--- src/rtl/ctrl_pkg.sv ---
// Shared definitions for the EX-stage control unit of the MIPS-subset
// pipeline: opcode/funct encodings, ALU operation codes, the flush/interlock
// FSM state type, the decoded control word and a hi/lo-use classifier.
package ctrl_pkg;

  // Opcodes
  localparam logic [5:0] OP_RTYPE = 6'b000000;
  localparam logic [5:0] OP_J     = 6'b000010;
  localparam logic [5:0] OP_BNE   = 6'b000101;
  localparam logic [5:0] OP_ADDI  = 6'b001000;
  localparam logic [5:0] OP_ADDIU = 6'b001001;
  localparam logic [5:0] OP_ORI   = 6'b001101;
  localparam logic [5:0] OP_LUI   = 6'b001111;

  // R-type funct codes
  localparam logic [5:0] FN_SLL   = 6'b000000;
  localparam logic [5:0] FN_SRL   = 6'b000010;
  localparam logic [5:0] FN_SRA   = 6'b000011;
  localparam logic [5:0] FN_MFHI  = 6'b010000;
  localparam logic [5:0] FN_MFLO  = 6'b010010;
  localparam logic [5:0] FN_MULT  = 6'b011000;
  localparam logic [5:0] FN_MULTU = 6'b011001;
  localparam logic [5:0] FN_ADD   = 6'b100000;
  localparam logic [5:0] FN_ADDU  = 6'b100001;
  localparam logic [5:0] FN_SUB   = 6'b100010;
  localparam logic [5:0] FN_SUBU  = 6'b100011;
  localparam logic [5:0] FN_AND   = 6'b100100;
  localparam logic [5:0] FN_OR    = 6'b100101;

  // ALU operations
  localparam logic [3:0] ALU_AND   = 4'b0000;
  localparam logic [3:0] ALU_OR    = 4'b0001;
  localparam logic [3:0] ALU_ADD   = 4'b0100;
  localparam logic [3:0] ALU_SUB   = 4'b0101;
  localparam logic [3:0] ALU_MULT  = 4'b0110;
  localparam logic [3:0] ALU_MULTU = 4'b0111;
  localparam logic [3:0] ALU_SLL   = 4'b1000;
  localparam logic [3:0] ALU_SRL   = 4'b1001;
  localparam logic [3:0] ALU_SRA   = 4'b1010;

  typedef enum logic [1:0] {RUN, FLUSH, HILO_WAIT} state_t;

  // All-zero value of this struct is the bubble word.
  typedef struct packed {
    logic [3:0] alu_op;
    logic [4:0] shamt;
    logic [1:0] regsel;
    logic       enhilo;
    logic       regwrite;
    logic [1:0] alu_src;
    logic       rdrt;
    logic       is_bne;
    logic       is_j;
    logic [4:0] gpio_ch;
    logic       gpio_en;
  } ctrl_word_t;

  // Instructions that read or write hi/lo and so must wait for the multiplier.
  function automatic logic uses_hilo(input logic [5:0] op, input logic [5:0] fn);
    return (op == OP_RTYPE) &&
           ((fn == FN_MULT) || (fn == FN_MULTU) || (fn == FN_MFHI) || (fn == FN_MFLO));
  endfunction

endpackage

--- src/rtl/control_decode.sv ---
// Purely combinational instruction decoder.
// Ports:
//   instr - 32-bit instruction word
//   word  - decoded control word (all zero for unknown opcode/funct)
module control_decode
  import ctrl_pkg::*;
(
  input  logic [31:0] instr,
  output ctrl_word_t  word
);

  logic [5:0] op;
  logic [5:0] fn;
  logic [4:0] rd;
  logic [4:0] sh;
  logic       unused_fields;

  assign op = instr[31:26];
  assign fn = instr[5:0];
  assign rd = instr[15:11];
  assign sh = instr[10:6];
  // rs/rt/immediate only matter to the datapath, not to control.
  assign unused_fields = ^instr[25:16];

  always_comb begin
    word = '0;
    case (op)
      OP_RTYPE: begin
        case (fn)
          FN_ADD, FN_ADDU: begin word.alu_op = ALU_ADD; word.regwrite = 1'b1; end
          FN_SUB, FN_SUBU: begin word.alu_op = ALU_SUB; word.regwrite = 1'b1; end
          FN_AND:          begin word.alu_op = ALU_AND; word.regwrite = 1'b1; end
          FN_OR:           begin word.alu_op = ALU_OR;  word.regwrite = 1'b1; end
          FN_MULT:         begin word.alu_op = ALU_MULT;  word.enhilo = 1'b1; end
          FN_MULTU:        begin word.alu_op = ALU_MULTU; word.enhilo = 1'b1; end
          FN_MFHI:         begin word.regsel = 2'd1; word.regwrite = 1'b1; end
          FN_MFLO:         begin word.regsel = 2'd2; word.regwrite = 1'b1; end
          FN_SLL: begin
            word.alu_op   = ALU_SLL;
            word.shamt    = sh;
            word.regwrite = 1'b1;
          end
          FN_SRA: begin
            word.alu_op   = ALU_SRA;
            word.shamt    = sh;
            word.regwrite = 1'b1;
          end
          FN_SRL: begin
            // srl into $zero is repurposed as a GPIO write; shamt picks the channel.
            if (rd != 5'd0) begin
              word.alu_op   = ALU_SRL;
              word.shamt    = sh;
              word.regwrite = 1'b1;
            end else begin
              word.gpio_ch = sh;
              word.gpio_en = 1'b1;
            end
          end
          default: ;
        endcase
      end
      OP_ADDI, OP_ADDIU: begin
        word.alu_op   = ALU_ADD;
        word.alu_src  = 2'd1;
        word.rdrt     = 1'b1;
        word.regwrite = 1'b1;
      end
      OP_LUI: begin
        word.alu_op   = ALU_SLL;
        word.shamt    = 5'd16;
        word.alu_src  = 2'd1;
        word.rdrt     = 1'b1;
        word.regwrite = 1'b1;
      end
      OP_ORI: begin
        word.alu_op   = ALU_OR;
        word.alu_src  = 2'd2;
        word.rdrt     = 1'b1;
        word.regwrite = 1'b1;
      end
      OP_BNE: begin
        word.alu_op = ALU_SUB;
        word.is_bne = 1'b1;
      end
      OP_J: word.is_j = 1'b1;
      default: ;
    endcase
  end

endmodule

--- src/rtl/control_unit_pipe.sv ---
// EX-stage control unit: registers the decoded control word into EX, runs
// the branch/jump flush FSM and the hi/lo multiply-latency interlock, and
// expands GPIO writes into one-hot output enables.
// Ports:
//   clk, rst          - clock, asynchronous active-high reset
//   instr_F, valid_F  - instruction leaving FETCH and its valid flag
//   zero_EX           - ALU zero flag of the instruction in EX
//   *_EX              - registered EX control fields
//   pc_src_EX         - next-PC select (0 pc+4, 1 branch, 2 jump)
//   stall_FETCH       - hold PC and instr_F
//   gpio_we           - one-hot GPIO write strobe
module control_unit_pipe
  import ctrl_pkg::*;
#(
  parameter int N_GPIO     = 1,
  parameter int MULT_LAT   = 1,
  parameter int BR_PENALTY = 1
) (
  input  logic              clk,
  input  logic              rst,
  input  logic [31:0]       instr_F,
  input  logic              valid_F,
  input  logic              zero_EX,
  output logic [3:0]        alu_op_EX,
  output logic [4:0]        shamt_EX,
  output logic [1:0]        regsel_EX,
  output logic              enhilo_EX,
  output logic              regwrite_EX,
  output logic [1:0]        alu_src_EX,
  output logic              rdrt_EX,
  output logic [1:0]        pc_src_EX,
  output logic              stall_FETCH,
  output logic [N_GPIO-1:0] gpio_we
);

  localparam logic [3:0] LAT_M1 = 4'(MULT_LAT - 1);
  localparam logic [1:0] PEN_M1 = 2'(BR_PENALTY - 1);

  function automatic logic [3:0] sat_dec(input logic [3:0] v);
    return (v == 4'd0) ? v : v - 4'd1;
  endfunction

  ctrl_word_t dec_w;
  ctrl_word_t next_w;
  ctrl_word_t ex_word_p0;
  logic       vld_p0;
  state_t     state;
  logic [1:0] flush_cnt;
  logic [3:0] busy_cnt;
  logic       taken;
  logic       hilo_hazard;
  logic       issue;

  control_decode u_decode (
    .instr (instr_F),
    .word  (dec_w)
  );

  assign taken       = vld_p0 && (ex_word_p0.is_j || (ex_word_p0.is_bne && !zero_EX));
  assign hilo_hazard = valid_F && uses_hilo(instr_F[31:26], instr_F[5:0]) && (busy_cnt != 4'd0);

  // A taken branch in EX flushes the instruction in FETCH, so it also
  // masks any hi/lo stall that instruction would otherwise raise.
  always_comb begin
    issue       = 1'b0;
    stall_FETCH = 1'b0;
    case (state)
      RUN: begin
        issue       = valid_F && !taken && !hilo_hazard;
        stall_FETCH = !taken && hilo_hazard;
      end
      FLUSH: stall_FETCH = 1'b1;
      HILO_WAIT: begin
        issue       = valid_F && (busy_cnt == 4'd0);
        stall_FETCH = (busy_cnt != 4'd0);
      end
      default: ;
    endcase
  end

  assign next_w = issue ? dec_w : '0;

  // FETCH -> EX boundary
  always_ff @(posedge clk or posedge rst) begin
    if (rst) begin
      ex_word_p0 <= '0;
      vld_p0     <= 1'b0;
      state      <= RUN;
      flush_cnt  <= 2'd0;
      busy_cnt   <= 4'd0;
    end else begin
      ex_word_p0 <= next_w;
      vld_p0     <= issue;

      if (issue && dec_w.enhilo) busy_cnt <= LAT_M1;
      else                       busy_cnt <= sat_dec(busy_cnt);

      case (state)
        RUN: begin
          if (taken) begin
            state     <= FLUSH;
            flush_cnt <= PEN_M1;
          end else if (hilo_hazard) begin
            state <= HILO_WAIT;
          end
        end
        FLUSH: begin
          if (flush_cnt == 2'd0) state <= RUN;
          else                   flush_cnt <= flush_cnt - 2'd1;
        end
        HILO_WAIT: begin
          if (busy_cnt == 4'd0) state <= RUN;
        end
        default: state <= RUN;
      endcase
    end
  end

  assign alu_op_EX   = ex_word_p0.alu_op;
  assign shamt_EX    = ex_word_p0.shamt;
  assign regsel_EX   = ex_word_p0.regsel;
  assign enhilo_EX   = ex_word_p0.enhilo;
  assign regwrite_EX = ex_word_p0.regwrite;
  assign alu_src_EX  = ex_word_p0.alu_src;
  assign rdrt_EX     = ex_word_p0.rdrt;

  always_comb begin
    pc_src_EX = 2'd0;
    if (vld_p0 && ex_word_p0.is_j)                        pc_src_EX = 2'd2;
    else if (vld_p0 && ex_word_p0.is_bne && !zero_EX)     pc_src_EX = 2'd1;
  end

  // Channels at or above N_GPIO never match, so out-of-range writes are dropped.
  always_comb begin
    gpio_we = '0;
    for (int i = 0; i < N_GPIO; i++) begin
      if (vld_p0 && ex_word_p0.gpio_en && (ex_word_p0.gpio_ch == 5'(i)))
        gpio_we[i] = 1'b1;
    end
  end

endmodule
--- config.mk ---
export PLATFORM = sky130hd
export DESIGN_NAME = control_unit_pipe
export DESIGN_NICKNAME = d
export VERILOG_FILES = /design/src/rtl/ctrl_pkg.sv /design/src/rtl/control_decode.sv /design/src/rtl/control_unit_pipe.sv
export SDC_FILE = /design/constraint.sdc
export NUM_CORES = 1
export LEC_CHECK = 0
export ABC_CLOCK_PERIOD_IN_PS = 1500
export BUFFER_PORTS_ARGS = -buffer_cell sky130_fd_sc_hd__buf_2
export CORE_MARGIN = 3
export CORE_UTILIZATION = 35
export CTS_BUF_LIST = sky130_fd_sc_hd__clkbuf_8
export DETAILED_ROUTE_END_ITERATION = 8
export PLACE_DENSITY = 0.65
export SETUP_SLACK_MARGIN = 0.5
export SLEW_MARGIN = 20
export SYNTH_ARGS = -nofsm -noshare
export SYNTH_HDL_FRONTEND = slang
export SYNTH_HIERARCHICAL = 1
export SYNTH_SLANG_ARGS = --single-unit
--- constraint.sdc ---
create_clock -name clk -period 1.5 [get_ports clk]
set_input_delay 0.225 -clock clk [delete_from_list [all_inputs] [get_ports clk]]
set_output_delay 0.225 -clock clk [all_outputs]
set_load 0.005 [all_outputs]
==> results of run 1 <==
tightest hold or removal path, stage by stage:
cell,delay [ns]
buf_2,0.10
inv_1,0.04
buf_4,0.37
layer usage:
| metal | up-vias | wire length, µm | GRT usage |
|---|---|---|---|
| met4 | 0 | 49 | 0.05068 |
| li1 | 869 | - | - |
| met3 | 4 | 244 | 0.02242 |
| met2 | 51 | 2528 | 0.2856 |
| met5 | - | 0 | 0 |
| met1 | 829 | 2164 | 0.1940 |
synth_stat cells (2+ instances only):
| library cell | instances | area (µm²) |
|---|---|---|
| and2_1 | 34 | 212.7 |
| dfrtp_1 | 33 | 825.8 |
| buf_4 | 13 | 97.59 |
| inv_1 | 12 | 45.04 |
| a21oi_1 | 10 | 50.05 |
| nor2_1 | 10 | 37.54 |
| nand2_1 | 7 | 26.28 |
| o21ai_0 | 7 | 35.03 |
| nand2b_1 | 6 | 37.54 |
| nand3_1 | 6 | 30.03 |
| nor3_1 | 6 | 30.03 |
| o22ai_1 | 4 | 25.02 |
| buf_6 | 3 | 33.78 |
| nor2b_1 | 3 | 18.77 |
| nor4_1 | 3 | 18.77 |
| a2111oi_0 | 2 | 17.52 |
| a211oi_1 | 2 | 15.01 |
| clkbuf_1 | 2 | 7.510 |
| ha_1 | 2 | 25.02 |
| nand3b_1 | 2 | 15.01 |
| nor3b_1 | 2 | 15.01 |
| o2bb2ai_1 | 2 | 17.52 |
| or3_1 | 2 | 12.51 |
| or4bb_1 | 2 | 22.52 |
stage by stage:
step                hold slack, ns  setup WS (ns)    util
finish                     0.01954        -0.3072  0.5549
global route               0.06828        -0.3954  0.5549
global placement            0.3333        -0.5663  0.4649
CTS                        0.02323        -0.3055  0.5342
floorplan                   0.3539        -0.3723       -
detailed placement          0.3396        -0.6262  0.4649
repair_timing:
item	4_1_cts	5_1_grt
pin swaps	10	6
gates cloned	1	1
buffers inserted	13	3
resized for setup	26	16
setup endpoints to repair	48	53
kinds of logic after synthesis:
logic type / count (synthesis) / share of synthesized area
multiplexers: 2 / 0.01090
flip-flops: 33 / 0.4231
AO/OA/AOI/OAI: 32 / 0.1154
buffers and inverters: 31 / 0.09615
AND/OR/NAND/NOR: 101 / 0.3417
adder cells (fa/ha/maj): 2 / 0.01282
report_power, final:
group	switching [µW]	internal, µW	leakage [µW]	total [µW]
Sequential	46.5	950	0.000451	997
Clock	343	497	0.0000543	840
Combinational	386	525	0.000919	911
Total	776	1970	0.00142	2750
worst paths after layout:
check	start	end	cells after the start
worst max register to register	busy_cnt[0]$_DFFE_PP0P_	ex_word_p0[4]$_DFF_PP0_	8
worst min register to register	flush_cnt[1]$_DFFE_PP0P_	flush_cnt[1]$_DFFE_PP0P_	1
max in group asynchronous	rst	ex_word_p0[0]$_DFF_PP0_	3
worst max-delay path	busy_cnt[0]$_DFFE_PP0P_	ex_word_p0[4]$_DFF_PP0_	8
min in group clk	instr_F[9]	shamt_EX[3]$_DFF_PP0_	3
worst min-delay path	rst	ex_word_p0[4]$_DFF_PP0_	3
state kept, by name, summed over array words and instances (netlist names):
name / count
state: 2
alu_src_EX: 2
busy_cnt: 4
enhilo_EX: 1
regsel_EX: 2
rdrt_EX: 1
flush_cnt: 2
vld_p0: 1
alu_op_EX: 4
shamt_EX: 5
regwrite_EX: 1
ex_word_p0: 8
cell type report:
type	instances	area, µm²
clock buffers	5	68.82
repair buffers	98	713.2
well taps	70	87.58
inverters	13	48.80
multi-input cells	138	1116
fillers	454	2331
flip-flops and latches	33	825.8
clock inverters	3	46.29
==> qor.yml, run 1 <==
status: "complete, but fails checks"
violations: "negative setup slack"
insertedDiodeCount: 0
vdd_drop_max_mv: 0.3929
insertion_delay_ns: 0.29
fmax_mhz: 553.4
grt_pass1_vias: 1688
coreArea_um2: 5238
initial_core_util: 0.3727
die_y_um: 80.68
critPathMaxStageDelay_ns: 0.40
path_class: "flop to flop"
drv.max_cap_violation_count: 0
synth_cells: 201
wirelength_um: 4986
clock-root-buffer: "clkbuf_8"
grt_pass1_wl_um: 7962
dp_hpwl_um: 3321
port_buffers: 45
ys_types: 50
routed_via_density: 4.869
p_leak_uw: 0.001424
die_area_um2: 6508
powerDensity_nw_per_um2: 945.4
design_area_um2: 2907
worst_pin_slew_ns: 0.4309
ys_ff_latch: 33
arrival_ns: 2.04
placed_cell_area_um2: 2435
hold_path.class: "input pin to async pin"
synth_nets: 239
total_power_uw: 2748
final_cell_mix: "buf_2 (42), buf_4 (40), dfrtp_1 (33)"
dr.pass1.iters: 4
rows: 26
path_max_fanout: 6
layout_commonest_cell: "buf_2"
path_buf_inv: 3
drt_iter0_drc: 66
period_minus_slack_ns: 1.807
clock-sinks: 33
tns_ns: -7.096
holdBufCountCts: 0
crit_chain: "inv_2, ha_4, nor3b_4, buf_6, o211ai_4, a221oi_4, clkbuf_16, and2_1"
synth_seq_area_share: 0.4231
numCtsBuffers: 5
yosys_warnings: 6
min_period_over_period: 1.205
grt_setup_unrepaired: "yes"
pin_count: 56
layout.cells.non_filler: 360
grt_usage: 0.1589
cp-end-kind: "flop"
avgSynthCellArea_um2: 9.711
clk_pin_slew_ns: 0.08
synthFlopType: "dfrtp_1"
drc: 0
grt-ovfl-total: 0
tritoncts: "built"
crit_family: "buffers and inverters"
synth.cell_area_um2: 1952
regToRegSetupSlack_ns: -0.31
cp.required_ns: 1.73
setup_viol: 31
drive_above_1_share: 0.5069
relSlewSlack: 0.7053
area_growth_pct: 48.91
synth-edff-count: 0
slowest_stage: "dfrtp_1"
async_flop_share: 1.000
cts_max_path_buffers: 2
drv_slew: 0
clock_skew_ns: 0.01276
htreeDepth: 2
post-place-cells: 334
start_kind: "flop"
nets: 327
hold_viol: 0
postRouteAntennaNets: 0
vias: 1753
antenna_found_initial: 0
layout_setup_ws_ns: -0.3072
place_congestion: 0.8307
wl_per_cell_um: 13.85
grt_max_degree: 34
fp.dieW_um: 80.68
Note: power is estimated with default switching activity, not from simulation.
==> inputs of run 2 (changes only) <==
--- a/config.mk
+++ b/config.mk
@@ -5,14 +5,16 @@
 export SDC_FILE = /design/constraint.sdc
 export NUM_CORES = 1
 export LEC_CHECK = 0
+export ABC_AREA = 1
 export ABC_CLOCK_PERIOD_IN_PS = 1500
 export BUFFER_PORTS_ARGS = -buffer_cell sky130_fd_sc_hd__buf_2
 export CORE_MARGIN = 3
 export CORE_UTILIZATION = 35
 export CTS_BUF_LIST = sky130_fd_sc_hd__clkbuf_8
 export DETAILED_ROUTE_END_ITERATION = 8
-export PLACE_DENSITY = 0.65
+export PLACE_DENSITY = 0.64
 export SETUP_SLACK_MARGIN = 0.5
+export SKIP_CTS_REPAIR_TIMING = 1
 export SLEW_MARGIN = 20
 export SYNTH_ARGS = -nofsm -noshare
 export SYNTH_HDL_FRONTEND = slang
==> qor.yml, run 2 <==
status: "complete, but fails checks"  # unchanged
violations: "negative setup slack"  # unchanged
layout.cells.non_filler: 409  # was 360
post-place-cells: 392  # was 334
die_y_um: 83.04  # was 80.68 µm
busiest_layer: "met2"  # unchanged
tns_ns: -1.376  # was -7.096 ns
synth_mux_area_frac: 0.004819  # was 0.01090
r2r_end: "ex_word_p0[1]$_DFF_PP0_"  # was ex_word_p0[4]$_DFF_PP0_
gr-usage-met1: 0.1543  # was 0.1940
reg2reg_depth: 11  # was 8
nets: 374  # was 327
ys_ff_latch: 33  # unchanged
regToRegSetupSlack_ns: -0.07  # was -0.31 ns
fp.dieW_um: 83.04  # was 80.68 µm
wirelength_um: 4320  # was 4986 µm
coreArea_um2: 5608  # was 5238 µm²
drc: 0  # unchanged
p_leak_uw: 0.001449  # was 0.001424 µW
vias: 1751  # was 1753
pre_cts_ws_ns: -0.04933  # was -0.6262 ns
port_buffers: 45  # unchanged
dp_hpwl_um: 3078  # was 3321 µm
hold_path.class: "input pin to async pin"  # unchanged
seqCellArea_um2: 827.0  # was 825.8 µm²
fin_util: 0.4897  # was 0.5549
yosys_warnings: 6  # unchanged
ys_types: 29  # was 50
startpoint: "busy_cnt[1]$_DFFE_PP0P_"  # was busy_cnt[0]$_DFFE_PP0P_
layout_commonest_cell: "inv_1"  # was buf_2
synth_cells: 280  # was 201
grt_pass1_vias: 1578  # was 1688
postRouteAntennaNets: 0  # unchanged
dr.pass1.iters: 5  # was 4
use_met2: 0.1939  # was 0.2856
synth.cell_area_um2: 2077  # was 1952 µm²
r2r-start: "busy_cnt[1]$_DFFE_PP0P_"  # was busy_cnt[0]$_DFFE_PP0P_
period_minus_slack_ns: 1.674  # was 1.807 ns
worst_pin_slew_ns: 0.5206  # was 0.4309 ns
final_cell_mix: "inv_1 (58), buf_2 (45), nor2_1 (36)"  # was buf_2 (42), buf_4 (40), dfrtp_1 (33)
numCtsBuffers: 5  # unchanged
synth_seq_area_share: 0.3976  # was 0.4231
initial_core_util: 0.3704  # was 0.3727
drv.max_cap_violation_count: 0  # unchanged
drv_slew: 0  # unchanged
insertion_delay_ns: 0.28  # was 0.29 ns
multiInputGateArea_um2: 1102  # was 1116 µm²
pin_count: 56  # unchanged
cts_max_path_buffers: 2  # unchanged
min_period_over_period: 1.116  # was 1.205
hold_viol: 0  # unchanged
synth_area_leaders: "dfrtp_1 (40%), inv_1 (12%), nor2_1 (8.0%)"  # was dfrtp_1 (42%), and2_1 (11%), buf_4 (5.0%)
cp.required_ns: 1.27  # was 1.73 ns
total_power_uw: 2376  # was 2748 µW
wl_per_cell_um: 10.56  # was 13.85 µm
fill_cells: 574  # was 454
powerDensity_nw_per_um2: 865.1  # was 945.4 nW/µm²
synthXorXnorAreaFrac: 0.004217  # was 0
area_growth_pct: 32.23  # was 48.91%
path_max_fanout: 3  # was 6
cp-end-kind: "output pin"  # was flop
insertedDiodeCount: 0  # unchanged
rows: 27  # was 26
largest_register_ffs: 8  # unchanged
synth_nets: 318  # was 239
clock-root-buffer: "clkbuf_8"  # unchanged
grt_usage: 0.1192  # was 0.1589
largest-register: "ex_word_p0"  # unchanged
start_kind: "flop"  # unchanged
synth_fa_ha_area_frac: 0.01205  # was 0.01282
synth_top_family_by_area: "simple AND/OR/NAND/NOR gates"  # unchanged
vdd_drop_max_mv: 0.3626  # was 0.3929 mV
synthFlopType: "dfrtp_1"  # unchanged
arrival_ns: 1.45  # was 2.04 ns
use_met3: 0.02679  # was 0.02242
synth-compound-area-share: 0.02771  # was 0.1154
synth_common_cells: "inv_1 (66), nor2_1 (44), nand2_1 (36)"  # was and2_1 (34), dfrtp_1 (33), buf_4 (13)
grt_pass1_wl_um: 6831  # was 7962 µm
antenna_found_initial: 0  # unchanged
tritoncts: "built"  # unchanged
clock-sinks: 33  # unchanged
drt_iter0_drc: 82  # was 66
htreeDepth: 2  # unchanged
grt-ovfl-total: 0  # unchanged
async_flop_share: 1.000  # unchanged
path_class: "flop to output pin"  # was flop to flop
synth-edff-count: 0  # unchanged
grt_setup_unrepaired: "yes"  # unchanged
layout_setup_ws_ns: -0.1743  # was -0.3072 ns
avgSynthCellArea_um2: 7.418  # was 9.711 µm²
die_area_um2: 6895  # was 6508 µm²
routed_via_density: 4.281  # was 4.869
clock_skew_ns: 0.003161  # was 0.01276 ns
place_congestion: 0.8379  # was 0.8307
setup_viol: 28  # was 31
grt_max_degree: 34  # unchanged
synth_top_area_cell: "dfrtp_1"  # unchanged
yosys.area.top_type_share: 0.3976  # was 0.4231
clk_pin_slew_ns: 0.06  # was 0.08 ns
yosysMostFrequentCell: "inv_1"  # was and2_1
drive_above_1_share: 0.4184  # was 0.5069
yosys.area_share.simple: 0.3675  # was 0.3417
fmax_mhz: 597.3  # was 553.4 MHz
relSlewSlack: 0.6521  # was 0.7053
[run 2: where the power goes]
group / internal [µW] / leakage, µW / switching (µW)
combinational: 303 / 0.000951 / 464
sequential: 936 / 0.000454 / 36.4
clock: 319 / 0.0000439 / 317
total: 1560 / 0.00145 / 817
[run 2: how the worst max path moves through the flow]
stage / to / slack (ns) / cells past startpoint
detailed placement: ex_word_p0[1]$_DFF_PP0_ / -0.05 / 10
finish: stall_FETCH / -0.17 / 8
floorplan: ex_word_p0[6]$_DFF_PP0_ / 0.07 / 11
global placement: alu_op_EX[3]$_DFF_PP0_ / -0.03 / 10
CTS: stall_FETCH / -0.20 / 8
global route: stall_FETCH / -0.25 / 8
[run 2: worst max-delay path, cell delays in order (launching register included)]
cell and delay, ns:
dfrtp_1 0.39, inv_2 0.08, ha_4 0.15, nand2_4 0.06, nor2_4 0.12, nor2_2 0.05, nand4_1 0.10, nand3_1 0.09
buf_2 0.13
[run 2: per-stage QoR]
stage	hold slack, ns	instance area [µm²]
2_1_floorplan	0.3539	2088
6_report	0.02276	2746
5_1_grt	0.06603	2746
4_1_cts	0.03405	2441
3_3_place_gp	0.3351	2355
3_5_place_dp	0.3329	2355
[run 2: final cells by class]
type,count,area share
clock buffers,5,0.02506
clock inverters,3,0.006378
inverters,71,0.09704
multi-input cells,164,0.4014
flip-flops and latches,33,0.3011
well taps,72,0.03280
repair buffers,61,0.1362
[run 2: kinds of logic after synthesis]
kind of cell / after synthesis
and+or+nand+nor: 147
AOI/OAI and AO/OA: 10
muxes: 1
adders and majority gates: 2
DFF: 33
xor gates and xnor gates: 1
buffers and inverters: 86
[run 2: metal layers]
layer  share of wire  vias up  wire length (µm)
li1                -      930                 -
met5               0        -                 0
met2            0.51       38              2211
met1            0.43      778              1847
met4           0.013        0                56
met3           0.047        5               204
